**src/rtl/spi_responder_pkg.sv**
```systemverilog
// Shared types and constants for the SPI register-file responder.
package spi_responder_pkg;

    localparam int ADDR_W    = 5;
    localparam int REG_COUNT = 32;
    localparam int DIR_WRITE = 1;

    typedef enum logic [1:0] {
        ST_IDLE,
        ST_CMD,
        ST_DATA
    } state_t;

endpackage

```
**src/rtl/spi_responder_if.sv**
```systemverilog
// SPI pin bundle between an external master and the responder.
interface spi_responder_if;

    logic spi_sclk;
    logic spi_ss_n;
    logic spi_mosi;
    logic spi_miso;
    logic spi_miso_oe;

    modport master (
        output spi_sclk,
        output spi_ss_n,
        output spi_mosi,
        input  spi_miso,
        input  spi_miso_oe
    );

    modport slave (
        input  spi_sclk,
        input  spi_ss_n,
        input  spi_mosi,
        output spi_miso,
        output spi_miso_oe
    );

endinterface

```
**src/rtl/spi_edge_sync.sv**
```systemverilog
// Multi-stage synchronizer for one asynchronous SPI pin, with rise/fall
// detection from the last two synchronized samples.
module spi_edge_sync #(
    parameter int   SYNC_STAGES = 2,
    parameter logic RESET_VAL   = 1'b0
) (
    input  logic i_clk,
    input  logic i_reset,
    input  logic i_async,
    output logic o_level,
    output logic o_rise,
    output logic o_fall
);

    logic [SYNC_STAGES-1:0] r_sync;
    logic                   r_last;

    // Presetting to the pin's idle level keeps reset release from looking like an edge.
    always_ff @(posedge i_clk) begin
        if (i_reset) begin
            r_sync <= {SYNC_STAGES{RESET_VAL}};
            r_last <= RESET_VAL;
        end else begin
            r_sync <= {r_sync[SYNC_STAGES-2:0], i_async};
            r_last <= r_sync[SYNC_STAGES-1];
        end
    end

    assign o_level = r_sync[SYNC_STAGES-1];
    assign o_rise  = o_level & ~r_last;
    assign o_fall  = ~o_level & r_last;

endmodule

```
**src/rtl/spi_responder.sv**
```systemverilog
// SPI mode-0 responder: a command byte selects a register address and
// direction, following data bytes burst-write or burst-read a 32x8 file.
module spi_responder
    import spi_responder_pkg::*;
#(
    parameter int SYNC_STAGES = 2
) (
    input  logic              Clk,
    input  logic              Reset,
    spi_responder_if.slave    spi,
    input  logic [7:0]        status_in,
    input  logic [ADDR_W-1:0] rf_addr,
    output logic [7:0]        rf_rdata,
    output logic              wr_valid,
    output logic [ADDR_W-1:0] wr_addr,
    output logic [7:0]        wr_data,
    output logic              busy,
    output logic              abort_pulse
);

    logic w_sclk_level, w_sclk_rise, w_sclk_fall;
    logic w_ss_level, w_ss_rise, w_ss_fall;
    logic w_mosi, w_mosi_rise, w_mosi_fall;

    spi_edge_sync #(.SYNC_STAGES(SYNC_STAGES), .RESET_VAL(1'b0)) u_sync_sclk (
        .i_clk   (Clk),
        .i_reset (Reset),
        .i_async (spi.spi_sclk),
        .o_level (w_sclk_level),
        .o_rise  (w_sclk_rise),
        .o_fall  (w_sclk_fall)
    );

    spi_edge_sync #(.SYNC_STAGES(SYNC_STAGES), .RESET_VAL(1'b1)) u_sync_ss (
        .i_clk   (Clk),
        .i_reset (Reset),
        .i_async (spi.spi_ss_n),
        .o_level (w_ss_level),
        .o_rise  (w_ss_rise),
        .o_fall  (w_ss_fall)
    );

    spi_edge_sync #(.SYNC_STAGES(SYNC_STAGES), .RESET_VAL(1'b0)) u_sync_mosi (
        .i_clk   (Clk),
        .i_reset (Reset),
        .i_async (spi.spi_mosi),
        .o_level (w_mosi),
        .o_rise  (w_mosi_rise),
        .o_fall  (w_mosi_fall)
    );

    logic w_unused;
    assign w_unused = &{1'b0, w_sclk_level, w_ss_level, w_mosi_rise, w_mosi_fall};

    state_t            r_state;
    logic [2:0]        r_bit_cnt;
    logic [7:0]        r_rx;
    logic [7:0]        r_tx;
    logic [ADDR_W-1:0] r_addr;
    logic              r_dir;
    logic              r_miso_oe;
    logic              r_wr_valid;
    logic [ADDR_W-1:0] r_wr_addr;
    logic [7:0]        r_wr_data;
    logic              r_abort;
    logic [7:0]        r_regs [REG_COUNT];

    logic [7:0]        w_rx_next;
    logic [ADDR_W-1:0] w_addr_inc;

    assign w_rx_next  = {r_rx[6:0], w_mosi};
    assign w_addr_inc = r_addr + 5'd1;

    always_ff @(posedge Clk) begin
        if (Reset) begin
            r_state    <= ST_IDLE;
            r_bit_cnt  <= '0;
            r_rx       <= '0;
            r_tx       <= '0;
            r_addr     <= '0;
            r_dir      <= 1'b0;
            r_miso_oe  <= 1'b0;
            r_wr_valid <= 1'b0;
            r_wr_addr  <= '0;
            r_wr_data  <= '0;
            r_abort    <= 1'b0;
            // NOTE: the register file is cleared on reset, so it must stay in flops, not RAM.
            for (int i = 0; i < REG_COUNT; i++) begin
                r_regs[i] <= '0;
            end
        end else begin
            r_wr_valid <= 1'b0;
            r_abort    <= 1'b0;
            if (w_ss_rise) begin
                r_state   <= ST_IDLE;
                r_miso_oe <= 1'b0;
                r_bit_cnt <= '0;
                if (r_bit_cnt != 3'd0) begin
                    r_abort <= 1'b1;
                end
            end else if (w_ss_fall) begin
                // A coincident SCLK rise is the first bit of the command byte.
                r_state   <= ST_CMD;
                r_miso_oe <= 1'b1;
                r_tx      <= status_in;
                if (w_sclk_rise) begin
                    r_rx      <= w_rx_next;
                    r_bit_cnt <= 3'd1;
                end else begin
                    r_bit_cnt <= 3'd0;
                end
            end else if (r_state != ST_IDLE) begin
                if (w_sclk_rise) begin
                    r_rx      <= w_rx_next;
                    r_bit_cnt <= r_bit_cnt + 3'd1;
                    if (r_bit_cnt == 3'd7) begin
                        if (r_state == ST_CMD) begin
                            r_state <= ST_DATA;
                            r_addr  <= w_rx_next[7:3];
                            r_dir   <= w_rx_next[DIR_WRITE];
                            r_tx    <= w_rx_next[DIR_WRITE] ? 8'h00 : r_regs[w_rx_next[7:3]];
                        end else if (r_dir) begin
                            r_regs[r_addr] <= w_rx_next;
                            r_wr_valid     <= 1'b1;
                            r_wr_addr      <= r_addr;
                            r_wr_data      <= w_rx_next;
                            r_addr         <= w_addr_inc;
                            r_tx           <= 8'h00;
                        end else begin
                            r_addr <= w_addr_inc;
                            r_tx   <= r_regs[w_addr_inc];
                        end
                    end
                end else if (w_sclk_fall && r_bit_cnt != 3'd0) begin
                    r_tx <= {r_tx[6:0], 1'b0};
                end
            end
        end
    end

    assign spi.spi_miso    = r_miso_oe ? r_tx[7] : 1'b0;
    assign spi.spi_miso_oe = r_miso_oe;
    assign rf_rdata        = r_regs[rf_addr];
    assign wr_valid        = r_wr_valid;
    assign wr_addr         = r_wr_addr;
    assign wr_data         = r_wr_data;
    assign busy            = (r_state != ST_IDLE);
    assign abort_pulse     = r_abort;

endmodule
```
**src/flat_wrapper.sv**
```systemverilog
// flat-port wrapper written by rule: the top's interface ports become plain ports
module spi_responder_flat import spi_responder_pkg::*;
#(
    parameter int SYNC_STAGES = 2
)
  (Clk, Reset, status_in, rf_addr, rf_rdata, wr_valid, wr_addr, wr_data, busy, abort_pulse, spi_spi_sclk, spi_spi_ss_n, spi_spi_mosi, spi_spi_miso, spi_spi_miso_oe);
  spi_responder_if spi_i ();
  input  logic Clk;
  input  logic Reset;
  input  logic [7:0] status_in;
  input  logic [ADDR_W-1:0] rf_addr;
  output logic [7:0] rf_rdata;
  output logic wr_valid;
  output logic [ADDR_W-1:0] wr_addr;
  output logic [7:0] wr_data;
  output logic busy;
  output logic abort_pulse;
  input wire logic [$bits(spi_i.spi_sclk)-1:0] spi_spi_sclk;
  input wire logic [$bits(spi_i.spi_ss_n)-1:0] spi_spi_ss_n;
  input wire logic [$bits(spi_i.spi_mosi)-1:0] spi_spi_mosi;
  output wire logic [$bits(spi_i.spi_miso)-1:0] spi_spi_miso;
  output wire logic [$bits(spi_i.spi_miso_oe)-1:0] spi_spi_miso_oe;
  assign spi_i.spi_sclk = spi_spi_sclk;
  assign spi_i.spi_ss_n = spi_spi_ss_n;
  assign spi_i.spi_mosi = spi_spi_mosi;
  assign spi_spi_miso = spi_i.spi_miso;
  assign spi_spi_miso_oe = spi_i.spi_miso_oe;
  spi_responder #(.SYNC_STAGES(SYNC_STAGES)) u_core (.Clk(Clk), .Reset(Reset), .spi(spi_i), .status_in(status_in), .rf_addr(rf_addr), .rf_rdata(rf_rdata), .wr_valid(wr_valid), .wr_addr(wr_addr), .wr_data(wr_data), .busy(busy), .abort_pulse(abort_pulse));
endmodule
```
**config.mk**
```make
export PLATFORM = sky130hd
export DESIGN_NAME = spi_responder_flat
export DESIGN_NICKNAME = d
export VERILOG_FILES = /design/src/rtl/spi_responder_pkg.sv /design/src/rtl/spi_responder_if.sv /design/src/rtl/spi_edge_sync.sv /design/src/rtl/spi_responder.sv /design/src/flat_wrapper.sv
export SDC_FILE = /design/constraint.sdc
export NUM_CORES = 1
export LEC_CHECK = 0
export CORE_ASPECT_RATIO = 1.5
export CORE_MARGIN = 2
export CORE_UTILIZATION = 32
export DETAILED_ROUTE_END_ITERATION = 12
export DONT_BUFFER_PORTS = 1
export PLACE_DENSITY_LB_ADDON = 0.2
export SKIP_CTS_REPAIR_TIMING = 1
export SYNTH_ARGS = -nofsm -noshare
export SYNTH_HDL_FRONTEND = slang
export SYNTH_SLANG_ARGS = --single-unit
```
**constraint.sdc**
```tcl
create_clock -name Clk -period 4.8 [get_ports Clk]
set_clock_uncertainty 0.2 [all_clocks]
set_input_delay 0.24 -clock Clk [delete_from_list [all_inputs] [get_ports Clk]]
set_output_delay 0.24 -clock Clk [all_outputs]
set_load 0.02 [all_outputs]
```
# After elaboration in Yosys (flattened, before gate mapping)
# Memory sizes are Yosys's and may differ from the RTL's. A register that Yosys moved wholly into a read port is not among the register bits.
# Index checks and enable logic that the tools add are counted.
[totals] output_inout_bits=26 inputBits=18 mem_bits_rw=256 register_bits=51 n_memories=1 wordCells=93 latchBits=0 romBits=0
[mem_list] name="u_core.r_regs" depth=32 width=8 read_ports=3 rd_ports_with_merged_regs=1 wr=32 line="spi_responder.sv:66" source="logic [7:0] r_regs [REG_COUNT];"
[op_classes] add_sub_neg=2 div_mod_pow=0 n_eq_ne=3 n_lt_le_gt_ge=0 n_mul=0 n_bitwise=11 reduce_logical=20 n_shift=0 n_mux=39
[ops] operator="2-to-1 mux 8 bit" n=12
[ops] operator="2-to-1 mux 1 bit" n=20
[ops] operator="2-to-1 mux 5 bit" n=4
[ops] operator="AND reduction 4 bit" n=3
[ops] operator="nonzero test 2 bit" n=5
[ops] operator="2-to-1 mux 3 bit" n=3
[ops] operator="OR reduction 8 bit" n=1
[ops] operator="inverter 1 bit" n=7
[ops] operator="AND reduction 7 bit" n=1
[ops] operator="AND reduction 6 bit" n=1
[ops] operator="nonzero test 3 bit" n=2
[ops] operator="adder 5 x 1 -> 5 bit, second input constant" n=1
[ops] operator="AND reduction 5 bit" n=1
[ops] operator="AND 1 bit" n=4
[ops] operator="AND reduction 2 bit" n=2
[ops] operator="OR reduction 2 bit" n=2
[ops] operator="adder 3 x 1 -> 3 bit, second input constant" n=1
[ops] operator="== test 3 bit, second input constant" n=1
[ops] operator="!= test 3 x 2 -> 1 bit, second input constant" n=1
[ops] operator="OR reduction 3 bit" n=1
[ops] operator="== test 2 x 1 -> 1 bit, second input constant" n=1
[ops] operator="logical AND 1 bit" n=1

# Logic depth before layout (Yosys ltp)
# Gate-level depths: netlist (run 1).
[logic_depth] depth_word=11 mapped_depth=10 ltp_nobuf=8

# By module
# From an unflattened synthesis (run 1), not the netlist that was laid out.
[hier_totals] cells_unflattened=1379 hier_area_um2=18566.6
[modules_own_cells] mod="spi_responder" cells_each=1355 area_per_inst_um2=18291.3 n_inst=1 seq_area_each_um2=8628.3
[modules_own_cells] mod="spi_edge_sync (u_core.u_sync_mosi ...)" cells_each=8 area_per_inst_um2=91.3 n_inst=2 seq_area_each_um2=60.1
[modules_own_cells] mod="spi_edge_sync (u_core.u_sync_ss)" cells_each=8 area_per_inst_um2=92.6 n_inst=1 seq_area_each_um2=60.1

# Least setup slack after synthesis (run 1)
# Ideal clock, no wire load.
[synth_path] kind="register -> register" startpoint="register u_core.r_addr[0]" endpoint="register u_core.r_tx[5]" setup_slack_ns=1.856 arrival_ns=2.591 n_path_buf=3 setup_ns=0.153 required_ns=4.447 synth_period_minus_slack_ns=2.944 path_stages_with_launch=11 cell_sequence="dfxtp_1 clkbuf_1 clkinv_1 ha_1 buf_2 buf_2 mux4_2 a22oi_1 a32oi_1 nand3_1 a22oi_1"
[synth_via] elab_chain_len=8
[synth_rtl] element="from (decl)" line="spi_responder.sv:59" source="logic [ADDR_W-1:0] r_addr;"
[synth_rtl] element="from (signal assigned)" line="spi_responder.sv:119" source="r_addr <= w_rx_next[7:3];"
[synth_rtl] element="from (signal assigned)" line="spi_responder.sv:127" source="r_addr <= w_addr_inc;"
[synth_rtl] element="from (signal assigned)" line="spi_responder.sv:130" source="r_addr <= w_addr_inc;"
[synth_rtl] element="adder 5 x 1 -> 5 bit" line="spi_responder.sv:72" source="assign w_addr_inc = r_addr + 5'd1;"
[synth_rtl] element="memory read (32 x 8 bit)"
[synth_rtl] element="2-to-1 mux 8 bit" line="spi_responder.sv:122" source="end else if (r_dir) begin"
[synth_rtl] element="2-to-1 mux 8 bit" line="spi_responder.sv:117" source="if (r_state == ST_CMD) begin"
[synth_rtl] element="2-to-1 mux 8 bit" line="spi_responder.sv:116" source="if (r_bit_cnt == 3'd7) begin"
[synth_rtl] element="2-to-1 mux 8 bit" line="spi_responder.sv:113" source="if (w_sclk_rise) begin"
[synth_rtl] element="2-to-1 mux 8 bit" line="spi_responder.sv:112" source="end else if (r_state != ST_IDLE) begin"
[synth_rtl] element="2-to-1 mux 8 bit" line="spi_responder.sv:101" source="end else if (w_ss_fall) begin"
[synth_rtl] element="to (signal assigned)" line="spi_responder.sv:105" source="r_tx <= status_in;"
[synth_rtl] element="to (signal assigned)" line="spi_responder.sv:121" source="r_tx <= w_rx_next[DIR_WRITE] ? 8'h00 : r_regs[w_rx_next[7:3]];"
[synth_rtl] element="to (signal assigned)" line="spi_responder.sv:131" source="r_tx <= r_regs[w_addr_inc];"
[synth_rtl] element="to (decl)" line="spi_responder.sv:58" source="logic [7:0] r_tx;"
# No other way between the ends. The select of a mux whose other input is x is not followed.
# A chain may end at the register's enable or synchronous reset.

==> results of run 1 <==
-- synth_stat cells (9+ instances only) --
| library cell | number | area (µm²) |
|---|---|---|
| a2111oi_0 | 10 | 87.6 |
| a21oi_1 | 26 | 130 |
| a22oi_1 | 24 | 180 |
| a32oi_1 | 13 | 114 |
| and2_1 | 258 | 1610 |
| buf_1 | 9 | 33.8 |
| buf_2 | 31 | 155 |
| clkbuf_1 | 68 | 255 |
| dfxtp_1 | 55 | 1100 |
| edfxtp_1 | 256 | 7690 |
| ha_1 | 9 | 113 |
| mux2_2 | 18 | 203 |
| mux2i_1 | 82 | 821 |
| mux4_2 | 176 | 3960 |
| nand2_1 | 62 | 233 |
| nand2b_1 | 13 | 81.3 |
| nand3_1 | 18 | 90.1 |
| nor2_1 | 71 | 267 |
| nor2b_1 | 19 | 119 |
| nor3_1 | 13 | 65.1 |
| or2_2 | 36 | 225 |
-- state kept, by name, summed over array words and instances (netlist names), 2 cells and up, named ones only --
name	count
u_core.r_rx	7
u_core.r_regs	256
u_core.wr_addr	5
u_core.wr_data	8
u_core.r_bit_cnt	3
u_core.r_state	2
u_core.u_sync_mosi.r_sync	2
u_core.u_sync_ss.r_sync	2
u_core.r_addr	5
u_core.r_tx	8
u_core.u_sync_sclk.r_sync	2
-- layer usage --
metal | routed length, µm | global-route usage (%) | vias to the layer above
met5 | 0 | 0 | -
met4 | 3580 | 10.6 | 0
met3 | 3650 | 2.78 | 142
met2 | 34400 | 39.6 | 532
met1 | 23300 | 25.6 | 6379
li1 | - | - | 5228
-- logic make-up (layout without fill, tap and decap cells) --
kind of cell | count (synthesis) | after routing | share of synthesized area [%]
xor+xnor | 2 | 2 | 0.136
mux | 281 | 281 | 27.7
simple gates | 510 | 510 | 15.4
fa+ha+maj | 9 | 9 | 0.610
buf+inv | 124 | 114 | 3.00
flops | 311 | 311 | 47.6
compound gates | 133 | 133 | 5.42
-- worst paths after layout --
path	end	slack, ns
setup / recovery	u_core.r_tx[1]	0.97
hold / removal	u_core.u_sync_ss.r_sync[0]	0.08
hold reg to reg	u_core.u_sync_ss.r_sync[1]	0.22
setup reg to reg	u_core.r_tx[1]	0.97
-- where the power goes --
| group | switching [mW] | internal (mW) |
|---|---|---|
| clock | 1.11 | 1.47 |
| sequential | 0.127 | 3.03 |
| combinational | 0.236 | 0.236 |
-- metrics by stage --
stage	hold slack [ns]	util [%]	area, µm²	setup slack [ns]
after global placement	0.110	33.8	19200	1.03
after global routing	0.0818	35.9	20400	0.897
final	0.0788	35.9	20400	0.968
after CTS	-0.522	35.6	20300	1.04
after floorplan	0.140	-	18400	1.86
after detailed placement	0.112	33.8	19200	1.04
-- cell type report --
type	instances	area, µm²	share of cell area, %
clock buffers	32	758	3.71
clock inverters	24	285	1.40
inverters	8	30.0	0.147
multi-input cells	935	9140	44.8
flip-flops and latches	311	8800	43.1
well taps	763	955	4.68
repair buffers	50	450	2.21
==> impl_metrics.json, run 1 <==
{
  "cts_tree": "built",
  "clockBufferDepth": 3,
  "fmax_mhz": 261,
  "end_kind": "flop",
  "start_util_pct": 32.4,
  "coreArea_um2": 56900,
  "syn_to_final_growth_pct": 10.6,
  "drtIter0Drc": 1332,
  "crit_cells": 7,
  "synth_edf_count": 256,
  "first_pass_iters": 6,
  "synthFlopType": "edfxtp_1",
  "nets": 1363,
  "rows": 107,
  "crit_chain": "buf_4, mux4_1, mux2_2, a221oi_1, a2111oi_1, a2111oi_1, a22oi_1",
  "ys_warn_count": 0,
  "grt_first_pass_wirelength_mm": 92.7,
  "dieArea_um2": 59600,
  "ff2ff_path_depth": 7,
  "io_buffer_count": 0,
  "track_usage_pct": 22.0,
  "grt_pass1_vias": 12295,
  "root_buffer": "clkbuf_16",
  "n_fill_cell": 5454,
  "ys_async_sr_fraction_pct": 0,
  "relSlewSlack_pct": 16.3,
  "crit_family": "compound AO/OA/AOI/OAI gates",
  "p_leak_nw": 6.40,
  "syn_area_per_cell_um2": 13.5,
  "period_share_pct": 79.8,
  "vias": 12281,
  "max_cap_violations": 0,
  "routed_wl_mm": 64.9,
  "slowest_delay_ns": 0.78,
  "die_x_um": 200,
  "drcViolationCount": 0,
  "setup_tns_ns": 0,
  "placedCellCount": 2054,
  "crit_top_cell": "a2111oi_1",
  "rsz0062_at_grt": "false",
  "min_path_type": "primary input to flop",
  "slew_viol_final": 0,
  "irDropWorstVdd_uv": 259,
  "io-pin-count": 44,
  "min_delay_path_depth": 2,
  "start_kind": "flop",
  "die_h_um": 298,
  "worstMarginPinSlew_ns": 1.25,
  "antenna_cells": 0,
  "antenna_found_initial": 0,
  "yosysSeqAreaShare_pct": 47.6,
  "synth_area_um2": 18400,
  "gp_congestion": 0.912,
  "critical_path_class": "flop to flop",
  "hpwl_mm": 47.3,
  "drive_gt1_share_pct": 24.3,
  "crit_buf_inv": 1,
  "cts_buffers": 30,
  "wl_per_cell_um": 30.6,
  "cts.htree.levels": 1,
  "cp.required_ns": 5.05,
  "cts.sink_count": 311,
  "fin_crit_ns": 3.83,
  "hold_violations": 0,
  "grt_overflow": 0,
  "slowest_stage": "dfxtp_2",
  "final_cell_mix": "and2_1, edfxtp_1, mux4_2, mux2i_1, nor2_1",
  "power.total_mw": 6.21,
  "path_max_fanout": 17,
  "vias_per_cell": 5.78,
  "path_clk_slew_ns": 0.07,
  "final_cell_count_no_fill": 2123,
  "status": "finished, final reports clean",
  "postRouteAntennaNets": 0,
  "syn_nets": 1397,
  "setup_viol": 0,
  "final_common_cell": "and2_1",
  "grt_max_degree": 79,
  "min_from": "spi_spi_ss_n",
  "power_density_nw_per_um2": 304,
  "arrival_ns": 4.08,
  "clk_latency_ns": 0.61,
  "synthDistinctLibCells": 64,
  "synth-seq-cells": 311,
  "synthCells": 1370
}
Power figures use the tool's default switching activity.
==> inputs of run 2 (changes only) <==
- clock period: 4.8 -> 3.62 ns (I/O delays scaled with it)
==> impl_metrics.json, run 2 (same netlist as run 1, synthesis figures left out) <==
{
  "p_seq_share_pct": 51.4,
  "start_kind": "flop",
  "setup_tns_ns": 0,
  "crit_cells": 7,
  "relSlewSlack_pct": 33.3,
  "crit_buf_inv": 1,
  "arrival_ns": 3.70,
  "p_comb_share_pct": 7.6,
  "io_buffer_count": 0,
  "min_path_type": "primary input to flop",
  "die_h_um": 298,
  "crit_family": "compound AO/OA/AOI/OAI gates",
  "final_cell_count_no_fill": 2149,
  "p_sw_share_pct": 23.1,
  "min_delay_path_depth": 2,
  "cts_tree": "built",
  "largest_reg_flops": 256,
  "final_common_cell": "and2_1",
  "period_share_pct": 95.8,
  "slowest_delay_ns": 0.79,
  "dieArea_um2": 59600,
  "vias": 12310,
  "vias_per_cell": 5.73,
  "power_density_nw_per_um2": 397,
  "start_util_pct": 32.4,
  "rows": 107,
  "placedCellCount": 2078,
  "dpl_cell_area_um2": 19400,
  "drive_gt1_share_pct": 25.5,
  "grt_max_degree": 79,
  "coreArea_um2": 56900,
  "path_clk_slew_ns": 0.07,
  "ff2ff_path_depth": 7,
  "hold_violations": 0,
  "regMostFlops": "u_core.r_regs",
  "first_pass_iters": 5,
  "worstMarginPinSlew_ns": 1.00,
  "syn_to_final_growth_pct": 11.8,
  "slew_viol_final": 0,
  "fin_area_um2": 20600,
  "status": "finished, final reports clean",
  "slowest_stage": "dfxtp_2",
  "internal_power_mw": 6.29,
  "crit_chain": "buf_4, mux4_1, mux2_2, a221oi_1, a2111oi_1, a2111oi_1, a22oi_1",
  "gp_congestion": 0.918,
  "rsz0062_at_grt": "false",
  "io-pin-count": 44,
  "end_kind": "flop",
  "path_max_fanout": 20,
  "setup_viol": 0,
  "p_clk_share_pct": 40.9,
  "clockBufferDepth": 3,
  "grt_pass1_vias": 12431,
  "antenna_found_initial": 3,
  "drcViolationCount": 0,
  "fin_crit_ns": 3.47,
  "track_usage_pct": 22.4,
  "cts_buffers": 30,
  "nets": 1389,
  "drtIter0Drc": 1219,
  "critical_path_class": "flop to flop",
  "grt_overflow": 0,
  "power.total_mw": 8.18,
  "grt_first_pass_wirelength_mm": 94.1,
  "max_cap_violations": 0,
  "final_cell_mix": "and2_1, edfxtp_1, mux4_2, mux2i_1, nor2_1",
  "postRouteAntennaNets": 0,
  "cts.sink_count": 311,
  "wl_per_cell_um": 30.7,
  "root_buffer": "clkbuf_16",
  "p_leak_nw": 6.53,
  "routed_wl_mm": 66.0,
  "hpwl_mm": 48.6,
  "crit_top_cell": "a2111oi_1",
  "fmax_mhz": 288,
  "irDropWorstVdd_uv": 320,
  "power.switching_mw": 1.89,
  "die_x_um": 200,
  "clk_latency_ns": 0.58,
  "cts.htree.levels": 1,
  "n_fill_cell": 5479,
  "cp.required_ns": 3.85
}
-- run 2: worst paths after layout --
check / start / slack [ns] / endpoint
setup / recovery: flop / 0.15 / u_core.r_tx[1]
hold / removal: spi_spi_ss_n / 0.06 / u_core.u_sync_ss.r_sync[0]
setup reg to reg: flop / 0.15 / u_core.r_tx[1]
hold reg to reg: u_core.u_sync_ss.r_sync[0] / 0.22 / u_core.u_sync_ss.r_sync[1]
-- run 2: area by class of cell --
type                    count  area (µm²)  share of cell area [%]
multi-input cells         935        9140                    44.3
flip-flops and latches    311        8800                    42.7
well taps                 763         955                    4.63
clock buffers              38         822                    3.99
repair buffers             76         663                    3.22
clock inverters            17         213                    1.03
inverters                   8        30.0                   0.146
diodes                      1        2.50                  0.0121
-- run 2: worst register-to-register path, cell delays in order (launching register included) --
cell,delay [ns]
dfxtp_2,0.79
buf_4,0.31
mux4_1,0.64
mux2_2,0.30
a221oi_1,0.45
a2111oi_1,0.15
a2111oi_1,0.33
a22oi_1,0.14
-- run 2: routing by layer --
layer / up-vias / GRT usage, % / routed length [µm]
li1: 5276 / - / -
met1: 6452 / 25.1 / 23800
met2: 456 / 41.0 / 35600
met3: 124 / 3.02 / 3010
met4: 2 / 11.0 / 3580
met5: - / 0 / 8
-- run 2: power by group through the flow --
stage               combinational (mW)  sequential [mW]  clock (mW)
global placement                 0.584             4.28           0
detailed placement               0.584             4.28           0
finish                           0.626             4.21        3.35
global route                     0.648             4.21        3.54
floorplan                        0.469             4.16           0
CTS                              0.588             4.20        3.41
-- run 2: per-stage QoR --
| stage | worst slack [ns] | util [%] | hold WS [ns] |
|---|---|---|---|
| global placement | 0.178 | 34.1 | 0.0520 |
| detailed placement | 0.160 | 34.1 | 0.0585 |
| finish | 0.152 | 36.2 | 0.0597 |
| floorplan | 0.676 | - | 0.0812 |
| global route | 0.0656 | 36.2 | 0.0603 |
| CTS | 0.154 | 35.9 | -0.560 |
